`config.mk`:
```
export PLATFORM = sky130hd
export DESIGN_NAME = if_fetch_unit
export DESIGN_NICKNAME = d
export VERILOG_FILES = /design/src/rtl/if_fetch_unit.sv
export SDC_FILE = /design/constraint.sdc
export NUM_CORES = 1
export LEC_CHECK = 0
export ABC_AREA = 1
export BUFFER_PORTS_ARGS = -buffer_cell sky130_fd_sc_hd__buf_2
export CELL_PAD_IN_SITES_DETAIL_PLACEMENT = 1
export CELL_PAD_IN_SITES_GLOBAL_PLACEMENT = 2
export CORE_UTILIZATION = 26
export DETAILED_ROUTE_END_ITERATION = 7
export GPL_TIMING_DRIVEN = 1
export HOLD_SLACK_MARGIN = 0.06
export MAX_ROUTING_LAYER = met4
export PLACE_DENSITY_LB_ADDON = 0.1
export REMOVE_ABC_BUFFERS = 1
export SLEW_MARGIN = 10
export SYNTH_ARGS = -nofsm -noshare
export SYNTH_HDL_FRONTEND = slang
export SYNTH_SLANG_ARGS = --single-unit
```
`constraint.sdc`:
```
create_clock -name clk -period 2.7 [get_ports clk]
set_input_delay 0.54 -clock clk [delete_from_list [all_inputs] [get_ports clk]]
set_output_delay 0.54 -clock clk [all_outputs]
set_load 0.05 [all_outputs]
```
`src/rtl/if_fetch_unit.sv`:
```
// rtl/if_fetch_unit.sv - instruction fetch: PC ownership, fetch address check, IF/ID register (perf counters under IF_FETCH_PERF_EN)
module if_fetch_unit #(
    parameter logic [31:0] RESET_PC   = 32'h0000_3000,
    parameter logic [31:0] HANDLER_PC = 32'h0000_4180,
    parameter logic [31:0] IM_BASE    = 32'h0000_3000,
    parameter logic [31:0] IM_TOP     = 32'h0000_6FFC
) (
    input  logic        clk,
    input  logic        reset,
    input  logic        stall,
    input  logic        br_taken,
    input  logic [31:0] br_target,
    input  logic        exc_req,
    input  logic        eret_req,
    input  logic [31:0] epc,
    input  logic        id_is_branch,
    output logic [31:0] im_pc,
    input  logic [31:0] im_instr,
    output logic [31:0] if_id_instr,
    output logic [31:0] if_id_pc,
    output logic [31:0] if_id_pc8,
    output logic        if_id_valid,
    output logic        if_id_bd,
    output logic [4:0]  if_id_exccode
`ifdef IF_FETCH_PERF_EN
    ,
    output logic [31:0] perf_fetch_cnt,
    output logic [31:0] perf_stall_cnt
`endif
);

    localparam logic [4:0] EXC_NONE = 5'd0;
    localparam logic [4:0] EXC_ADEL = 5'd4;

    logic [31:0] pc_q, pc_d;
    logic [31:0] instr_q, instr_d;
    logic [31:0] ifpc_q, ifpc_d;
    logic [31:0] pc8_q, pc8_d;
    logic        valid_q, valid_d;
    logic        bd_q, bd_d;
    logic [4:0]  exc_q, exc_d;
    logic        fetch_err;
    logic        flush;
    logic        capture;

    assign im_pc = pc_q;

    // A bad fetch address is not fatal here: it travels down as a nop tagged AdEL.
    assign fetch_err = (pc_q[1:0] != 2'b00) || (pc_q < IM_BASE) || (pc_q > IM_TOP);
    assign flush     = exc_req || eret_req;
    assign capture   = !flush && !stall;

    // Next PC and next IF/ID contents; exception beats ERET beats stall beats redirect.
    always_comb begin
        pc_d    = pc_q + 32'd4;
        instr_d = instr_q;
        ifpc_d  = ifpc_q;
        pc8_d   = pc8_q;
        valid_d = valid_q;
        bd_d    = bd_q;
        exc_d   = exc_q;
        if (flush) begin
            pc_d    = exc_req ? HANDLER_PC : epc;
            instr_d = 32'h0;
            ifpc_d  = pc_d;
            pc8_d   = pc_d + 32'd8;
            valid_d = 1'b0;
            bd_d    = 1'b0;
            exc_d   = EXC_NONE;
        end else if (stall) begin
            pc_d = pc_q;
        end else begin
            if (br_taken) begin
                pc_d = br_target;
            end
            instr_d = fetch_err ? 32'h0 : im_instr;
            ifpc_d  = pc_q;
            pc8_d   = pc_q + 32'd8;
            valid_d = 1'b1;
            bd_d    = id_is_branch;
            exc_d   = fetch_err ? EXC_ADEL : EXC_NONE;
        end
    end

    // PC and IF/ID state registers with synchronous reset.
    always_ff @(posedge clk) begin
        if (reset) begin
            pc_q    <= RESET_PC;
            instr_q <= 32'h0;
            ifpc_q  <= 32'h0;
            pc8_q   <= 32'h0;
            valid_q <= 1'b0;
            bd_q    <= 1'b0;
            exc_q   <= EXC_NONE;
        end else begin
            pc_q    <= pc_d;
            instr_q <= instr_d;
            ifpc_q  <= ifpc_d;
            pc8_q   <= pc8_d;
            valid_q <= valid_d;
            bd_q    <= bd_d;
            exc_q   <= exc_d;
        end
    end

    assign if_id_instr   = instr_q;
    assign if_id_pc      = ifpc_q;
    assign if_id_pc8     = pc8_q;
    assign if_id_valid   = valid_q;
    assign if_id_bd      = bd_q;
    assign if_id_exccode = exc_q;

`ifdef IF_FETCH_PERF_EN
    logic [31:0] fetch_cnt_q;
    logic [31:0] stall_cnt_q;

    // Free-running wrap-around counters of capture cycles and non-flush stall cycles.
    always_ff @(posedge clk) begin
        if (reset) begin
            fetch_cnt_q <= 32'h0;
            stall_cnt_q <= 32'h0;
        end else begin
            if (capture) begin
                fetch_cnt_q <= fetch_cnt_q + 32'd1;
            end
            if (stall && !flush) begin
                stall_cnt_q <= stall_cnt_q + 32'd1;
            end
        end
    end

    assign perf_fetch_cnt = fetch_cnt_q;
    assign perf_stall_cnt = stall_cnt_q;
`else
    logic unused_capture;
    assign unused_capture = capture;
`endif

endmodule

```
==> results of run 1 <==
worst reg2reg max path, stage by stage (launching register included):
cell	delay, ps
dfxtp_1	340
ha_1	190
nand2_1	110
nor2_1	230
nand2_1	190
nor2_1	250
nand2_1	130
o21ai_0	170
nand3_1	150
a21oi_1	170
nor2_1	50
layout make-up:
class                   instances  area share
clock buffers                  18      0.0465
diodes                          1    0.000271
inverters                      75      0.0305
clock inverters                14      0.0142
repair buffers                260       0.156
flip-flops and latches        128       0.278
multi-input cells             840       0.428
well taps                     341      0.0462
cells in the mapped netlist, types with 2 or more instances:
cell type	n
o211ai_1	7
nor2_2	6
nand2_4	3
buf_4	11
nor2_4	4
a21oi_1	91
clkbuf_1	28
o21bai_1	2
xor2_1	7
dfxtp_1	128
xnor2_1	2
a31oi_1	16
nand2_1	314
o21ai_0	100
nor3_1	13
o21ai_1	3
ha_1	2
buf_2	15
nor3b_1	2
nand3_1	66
nand3_2	4
nand2_2	11
inv_2	9
nand3b_1	3
nor2_1	142
buf_6	4
buf_1	4
a41oi_1	6
nand4_1	19
o211a_1	2
inv_1	65
nand3_4	2
per-layer routing:
metal / track usage / vias up / share of wire
li1: - / 4058 / -
met1: 0.304 / 3818 / 0.49
met2: 0.369 / 192 / 0.46
met3: 0.0369 / 15 / 0.042
met4: 0.0439 / 0 / 0.0074
met5: - / - / 0
worst paths after layout:
check / from / end / slack, ps / depth (start not counted)
setup / recovery: exc_req / if_id_pc8[31] / 520 / 10
hold / removal: im_instr[1] / if_id_instr[1] / 350 / 3
setup reg to reg: im_pc[2] / im_pc[24] / 620 / 10
hold reg to reg: if_id_instr[10] / if_id_instr[10] / 460 / 2
metrics by stage:
| stage | power, mW | util | hold slack [ps] |
|---|---|---|---|
| after floorplan | 2.76 | - | 607 |
| after global placement | 3.19 | 0.323 | 441 |
| after detailed placement | 3.19 | 0.323 | 453 |
| after CTS | 5.50 | 0.343 | 332 |
| after global routing | 5.67 | 0.344 | 343 |
| final | 5.43 | 0.344 | 352 |
power breakdown:
| group | internal [mW] | switching (mW) |
|---|---|---|
| combinational | 0.281 | 0.790 |
| clock | 1.28 | 1.01 |
| sequential | 1.98 | 0.0913 |
| total | 3.54 | 1.89 |
cells in the final DEF, fill, tap and decap left out, types with 2 or more instances in the layout:
cell	netlist	routed
a21oi_1	91	91
a31oi_1	16	16
a41oi_1	6	6
buf_12	0	6
buf_2	15	233
buf_4	11	21
clkbuf_16	0	17
clkinv_2	0	2
clkinv_4	0	2
clkinvlp_4	0	4
conb_1	1	4
dfxtp_1	128	128
ha_1	2	2
inv_1	65	65
inv_2	9	10
inv_6	0	5
nand2_1	314	314
nand2_2	11	11
nand2_4	3	3
nand3_1	66	66
nand3_2	4	4
nand3_4	2	2
nand3b_1	3	3
nand4_1	19	19
nor2_1	142	142
nor2_2	6	6
nor2_4	4	4
nor3_1	13	13
nor3b_1	2	2
o211a_1	2	2
o211ai_1	7	7
o21ai_0	100	100
o21ai_1	3	3
o21bai_1	2	2
xnor2_1	2	2
xor2_1	7	7
cells by family after synthesis:
kind of cell | after synthesis | share of synthesized area
buffers and inverters | 137 | 0.0851
and+or+nand+nor | 593 | 0.363
DFF | 128 | 0.361
other | 1 | 0.000528
xor gates and xnor gates | 9 | 0.0111
AOI/OAI and AO/OA | 232 | 0.176
adders and majority gates | 2 | 0.00352
state kept, by name, summed over array words and instances, names as in the netlist:
register / flops
if_id_pc8: 29
im_pc: 32
if_id_bd: 1
if_id_pc: 32
if_id_valid: 1
if_id_exccode: 1
if_id_instr: 32
==> flow_summary.ini, run 1 <==
[drt]
avgViaCountPerCell = 4.82
dr.pass1.iters = 4
vias = 8083
drt_iter0_drc = 364
wirelength_mm = 30.6
ant_nets = 0
post_drt_wl_per_cell_microns = 18.3
route.detailed.drc = 0

[timing]
worst_slew_margin_rel = 0.586
finalSetupViolations = 0
fin_worst_skew_ps = 12.6
report.final.slew_viol_count = 0
finalHoldViolations = 0
rsz0062_at_grt = no
fmax_mhz = 459
period_share = 0.807
fin_setup_tns_ps = 0
finalCriticalPeriod_ps = 2180
worstMarginPinSlew_ps = 621
finalWorstSetupSlack_ps = 520

[die]
io_pins = 238
die_x_microns = 167
start_util = 0.264
dieHeight_microns = 167
coreArea_sq_mm = 0.0269
num_rows = 60
dieArea_sq_mm = 0.0280

[logic_synthesis]
ys_seq_area_frac = 0.361
ys_ff_latch = 128
yosys_warnings = 0
synth_cells = 1102
yosys.cell_types.count = 43
yosys-top-cells-area = dfxtp_1, nand2_1, nor2_1, o21ai_0, a21oi_1
synthesis.area_sq_mm = 0.00710
synth_edf_count = 0
avgSynthCellArea_sq_um = 6.44
async_reset_ff_frac = 0
yosysTopAreaCell = dfxtp_1
synth_top_area_share = 0.361
ys.flop_type = dfxtp_1

[global_routing]
grt_overflow = 0
grt_max_degree = 68
grtUsageTotal = 0.229
grt_pass1_vias = 8326
grt_first_pass_wirelength_mm = 48.3
antenna_found_initial = 1

[final_layout]
nets = 1427
synthToLayoutAreaGrowth_pct = 30.0
stdcell_count = 1677
drive_gt1_frac = 0.251
stdcell_area_sq_mm = 0.00923
multi_input_area_sq_mm = 0.00396
fillers = 3516
seq_area_sq_mm = 0.00256

[critical_path]
crit_required_ps = 3020
worst-path-buf-inv = 3
startpoint_type = input pin
max_stage_delay_ps = 330
worstSetupEndpointType = flop
cp_top_family = simple AND/OR/NAND/NOR gates
criticalPathCategory = in -> reg
critPathMaxFanout = 15
slowest_stage = nor2_1
crit_chain = buf_2 -> inv_2 -> buf_4 -> nand3_1 -> nand2_1 -> nand4_1 -> nor2_1 -> nand3_1 -> a21oi_1 -> nor2_1
arrival_ps = 2500

[clock_tree]
clk_path_buf_depth = 2
clkTransAtPathRegs_ps = 70
cts-root-buf = clkbuf_16
clk_latency_ps = 430
cts_hold_buf = 0
h-tree-depth = 4
cts_buffers = 17
post_cts_buffers = 0
cts_tree = done
cts-resized-gates = 0
cts_sinks = 128

[place]
hpwl_mm = 23.6
dp_slack_ps = 94.8
dpl_cell_area_sq_mm = 0.00867
gp_congestion = 0.864
numPlacedInstances = 1644
io_buffers = 233

[pwr]
vdd_drop_max_mv = 0.303
power_leakage_nw = 4.27
cellPowerDensity_mw_per_mm2 = 588

[min_path]
hold_path.class = in -> reg

[status]
status = complete, no violations

[job]
cap_violations = 0
Note: power is estimated with default switching activity, not from simulation.
==> run 2: changes to the inputs <==
--- a/config.mk
+++ b/config.mk
@@ -9,7 +9,7 @@
 export BUFFER_PORTS_ARGS = -buffer_cell sky130_fd_sc_hd__buf_2
 export CELL_PAD_IN_SITES_DETAIL_PLACEMENT = 1
 export CELL_PAD_IN_SITES_GLOBAL_PLACEMENT = 2
-export CORE_UTILIZATION = 26
+export CORE_UTILIZATION = 24
 export DETAILED_ROUTE_END_ITERATION = 7
 export GPL_TIMING_DRIVEN = 1
 export HOLD_SLACK_MARGIN = 0.06
==> constraint.sdc (replaced) <==
create_clock -name clk -period 1.75 [get_ports clk]
set_input_delay 0.35 -clock clk [delete_from_list [all_inputs] [get_ports clk]]
set_output_delay 0.35 -clock clk [all_outputs]
set_load 0.05 [all_outputs]
==> run 2 against run 1 <==
Effect of this change:
- sequential share of layout area shrank 5.1 points
- clock power up 80%
- final cell count up 14%
- core utilization increased by 5.0 points
- via count grew 9.6%
- global-route usage fell by 0.57 points
- register-to-register slack got worse by 540 ps
- critical endpoint is now if_id_pc8[27]
- critical path depth grew 2
- highest routed layer unchanged
- non-clock buffer count is 191 higher
- routed wire length up 12%
- largest cell class unchanged
- sequential cell count is the same
- worst setup slack worse by 440 ps
==> flow_summary.ini, run 2 (synthesis gave the netlist of run 1 again) <==
[status]
status = complete, no violations

[critical_path]
worstSetupEndpointType = flop
criticalPathCategory = reg -> reg
ff2ff_path_depth = 12
critPathMaxFanout = 8
crit_required_ps = 2080
reg2reg_slack_ps = 80
arrival_ps = 2000
r2r_end = if_id_pc8[27]
rr_startpoint = im_pc[9]
startpoint_type = flop

[min_path]
hold_path.class = in -> reg
hold_path_depth = 3
min_to = if_id_instr[21]
min_from = im_instr[21]

[global_routing]
grt_pass1_vias = 8959
grt_overflow = 0
grtUsageTotal = 0.224
grt_first_pass_wirelength_mm = 50.8
antenna_found_initial = 0
grt_max_degree = 45

[drt]
route.detailed.drc = 0
avgViaCountPerCell = 4.64
wirelength_mm = 34.4
vias = 8861
drt_iter0_drc = 316
ant_nets = 0
dr.pass1.iters = 4
post_drt_wl_per_cell_microns = 18.0

[pwr]
p_switching_mw = 3.02
vdd_drop_max_mv = 0.580
fin_total_pwr_mw = 9.37
cellPowerDensity_mw_per_mm2 = 823
intPower_mw = 6.36
power_leakage_nw = 5.36
combPwrFrac = 0.221
swShare = 0.322
clockPowerShare = 0.441
share_seq_of_total_power = 0.338

[die]
num_rows = 62
dieArea_sq_mm = 0.0303
dieHeight_microns = 174
die_x_microns = 174
start_util = 0.245
coreArea_sq_mm = 0.0289
io_pins = 238

[final_layout]
synthToLayoutAreaGrowth_pct = 60.3
post-route-util = 0.393
final_cell_mix = nand2_1, buf_2, buf_4
final_common_cell = nand2_1
nets = 1619
drive_gt1_frac = 0.394
n_antenna_cell = 0
stdcell_count = 1911

[timing]
fin_hold_ws_ps = 166
fin_setup_tns_ps = 0
finalHoldViolations = 0
fin_worst_skew_ps = 11.4
finalCriticalPeriod_ps = 1670
fmax_mhz = 598
finalSetupViolations = 0
period_share = 0.956
report.final.slew_viol_count = 0
rsz0062_at_grt = yes

[clock_tree]
clkTransAtPathRegs_ps = 70
cts-root-buf = clkbuf_16
clk_path_buf_depth = 2
cts_buffers = 17
cts_tree = done
h-tree-depth = 4
cts_sinks = 128
clk_latency_ps = 430
cts_hold_buf = 0

[place]
io_buffers = 233
hpwl_mm = 25.6
numPlacedInstances = 1858
gp_congestion = 0.849

[job]
cap_violations = 0
[run 2: through the flow]
step	area, sq um	setup slack, ps
finish	11400	77.6
global route	11400	-34.7
CTS	10800	3.70
detailed placement	10100	-433
global placement	10100	-380
floorplan	6790	-1080
[run 2: cell type report]
cell class	count	area (sq um)
Fill cell	3737	17500
Multi-Input combinational cell	841	4270
Timing Repair Buffer	451	3110
Sequential cell	128	2580
Tap cell	384	480
Clock buffer	20	447
Inverter	75	287
Clock inverter	12	208
[run 2: per-layer routing]
layer	GRT usage	wire length, microns	part of all wire
met1	0.296	16200	0.47
met2	0.355	16100	0.47
met3	0.0361	1710	0.050
met4	0.0519	354	0.010
met5	-	0	0
[run 2: how the worst max path moves through the flow]
| stage | start | to | slack, ps |
|---|---|---|---|
| 2_1_floorplan | exc_req | if_id_pc8[26] | -1080 |
| 3_3_place_gp | eret_req | if_id_pc8[18] | -380 |
| 3_5_place_dp | eret_req | if_id_pc8[21] | -430 |
| 4_1_cts | im_pc[21] | im_pc[28] | 4 |
| 5_1_grt | im_pc[2] | im_pc[20] | -30 |
| 6_report | im_pc[9] | if_id_pc8[27] | 80 |
[run 2: critical path, cell delays in order, from the launching register on]
cell,delay [ps]
dfxtp_2,360
buf_4,150
nand2_1,110
nand2_2,110
nand2_2,80
nor2_4,130
nand2_4,80
nor2_8,230
nand2_4,90
nor2_1,90
nand2_1,50
nand2_1,50
nor2_1,30
[run 2: timing repair]
item,4_1_cts,5_1_grt
hold endpoints to repair,0,0
endpoints found under the setup margin,57,68
gates resized for setup,21,96
cloned,0,8
pin swaps,7,27
setup buffers,2,12
[run 2: power by group through the flow]
stage	registers, mW	logic, mW	clock network, mW
floorplan	3.70	0.556	0
global placement	3.22	1.97	0
detailed placement	3.22	1.98	0
CTS	3.16	1.99	4.24
global route	3.18	2.23	4.35
finish	3.16	2.07	4.13
==> run 3: changes to the inputs <==
--- a/config.mk
+++ b/config.mk
@@ -16,6 +16,7 @@
 export MAX_ROUTING_LAYER = met4
 export PLACE_DENSITY_LB_ADDON = 0.1
 export REMOVE_ABC_BUFFERS = 1
+export SKIP_LAST_GASP = 1
 export SLEW_MARGIN = 10
 export SYNTH_ARGS = -nofsm -noshare
 export SYNTH_HDL_FRONTEND = slang
==> constraint.sdc (replaced) <==
create_clock -name clk -period 1.75 [get_ports clk]
set_input_delay 0.4375 -clock clk [delete_from_list [all_inputs] [get_ports clk]]
set_output_delay 0.4375 -clock clk [all_outputs]
set_load 0.05 [all_outputs]
==> run 3 against run 2 <==
Effect of this change:
- count of clock-buffer cells in the layout down 1
- sequential share of layout area down 0.072 points
- first-iteration DRC count up 29%
- maximum frequency down 2.4%
- worst hold slack better by 83 ps
- clock power down 3%
- sequential cell count unchanged
- global-route usage up 0.38 points
- die area unchanged
- critical path depth up 2
- critical path type is now in -> reg
==> flow_summary.ini, run 3 (synthesis gave the netlist of run 1 again) <==
[status]
status = complete, no violations

[clock_tree]
h-tree-depth = 4
cts_tree = done
clk_latency_ps = 430
cts-root-buf = clkbuf_16
cts_sinks = 128
clk_path_buf_depth = 2
cts_buffers = 17
cts_hold_buf = 0
clkTransAtPathRegs_ps = 70

[final_layout]
nets = 1623
fillers = 3684
multi_input_area_sq_mm = 0.00433
stdcell_count = 1918
stdcell_area_sq_mm = 0.0114
seq_area_sq_mm = 0.00259
synthToLayoutAreaGrowth_pct = 61.2
drive_gt1_frac = 0.410
final_cell_mix = nand2_1, buf_2, buf_4
final_common_cell = nand2_1

[critical_path]
critPathMaxFanout = 8
crit_chain = buf_4 -> nor2_4 -> buf_6 -> buf_4 -> nand2_1 -> nand2_2 -> nand2_1 -> nor2_4 -> nand2_4 -> nor2_8 -> nand2_1 -> nand2_1 -> o21ai_1 -> nor2_1
criticalPathCategory = in -> reg
cp_top_family = simple AND/OR/NAND/NOR gates
slowest_stage = nor2_8
max_stage_delay_ps = 210
timing.critical_path.mode_cell = nand2_1
startpoint_type = input pin
worstSetupEndpointType = flop
crit_required_ps = 2110
worst-path-buf-inv = 3
arrival_ps = 2070

[place]
dp_slack_ps = -508
hpwl_mm = 26.0
io_buffers = 233
gp_congestion = 0.864
dpl_cell_area_sq_mm = 0.0101
numPlacedInstances = 1862

[timing]
finalHoldViolations = 0
finalSetupViolations = 0
report.final.slew_viol_count = 0
fin_worst_skew_ps = 12.2
rsz0062_at_grt = yes
finalWorstSetupSlack_ps = 36.1
fin_setup_tns_ps = 0
finalCriticalPeriod_ps = 1710
fmax_mhz = 583
period_share = 0.979

[pwr]
fin_total_pwr_mw = 9.26
vdd_drop_max_mv = 0.438
cellPowerDensity_mw_per_mm2 = 809
power_leakage_nw = 5.37

[global_routing]
grt_pass1_vias = 9009
grtUsageTotal = 0.227
grt_first_pass_wirelength_mm = 51.7
antenna_found_initial = 3
grt_overflow = 0
grt_max_degree = 36

[die]
io_pins = 238
coreArea_sq_mm = 0.0289
dieArea_sq_mm = 0.0303
start_util = 0.245
dieHeight_microns = 174
num_rows = 62
die_x_microns = 174

[min_path]
hold_path.class = in -> reg

[drt]
avgViaCountPerCell = 4.62
ant_nets = 0
post_drt_wl_per_cell_microns = 18.0
route.detailed.drc = 0
wirelength_mm = 34.4
drt_iter0_drc = 409
dr.pass1.iters = 4
vias = 8870

[job]
cap_violations = 0
## run 3: path summary, 6_finish.rpt
path | startpoint | to | slack [ps] | cells after the start
max | eret_req | if_id_pc8[19] | 40 | 14
min | im_instr[27] | if_id_instr[27] | 250 | 3
max reg2reg | im_pc[4] | if_id_pc8[14] | 80 | 13
min reg2reg | if_id_instr[24] | if_id_instr[24] | 460 | 2
## run 3: what timing repair did
| action | in CTS | in global routing |
|---|---|---|
| pin swaps | 11 | 36 |
| gates cloned | 1 | 6 |
| endpoints found under the hold margin | 0 | 0 |
| gates resized for setup | 29 | 109 |
| setup buffers | 7 | 9 |
| endpoints found under the setup margin | 26 | 74 |
## run 3: where the power goes
group	switching (mW)	internal (mW)
Sequential	0.110	3.06
Clock	1.55	2.46
Combinational	1.36	0.722
## run 3: metrics by stage
stage,hold WS (ps),utilization
3_3_place_gp,441,0.350
5_1_grt,247,0.396
2_1_floorplan,504,-
6_report,250,0.396
4_1_cts,238,0.378
3_5_place_dp,453,0.350
## run 3: final cells by class
| type | instances | area share |
|---|---|---|
| inverter | 75 | 0.0248 |
| clock inverter | 12 | 0.0161 |
| sequential | 128 | 0.226 |
| antenna | 4 | 0.000874 |
| timing repair buffer | 455 | 0.272 |
| clock buffer | 19 | 0.0396 |
| multi-input combinational | 841 | 0.379 |
| tap | 384 | 0.0420 |
## run 3: layer usage
layer	global-route usage	vias to the layer above	wire, microns
li1	-	4456	-
met1	0.305	4164	16400
met2	0.359	226	16000
met3	0.0435	24	1720
met4	0.0351	0	290
met5	-	-	0
## run 3: worst reg2reg max path, stage by stage (launching register included)
cell     delay [ps]
dfxtp_4         350
buf_4           120
nand2_4          60
nand2_4          70
buf_6            90
buf_4           100
nand2_2          50
nor2_4          170
nand3_4         150
nand2_8         140
buf_6           110
nand2_1          40
o21ai_1          70
nor2_1           60
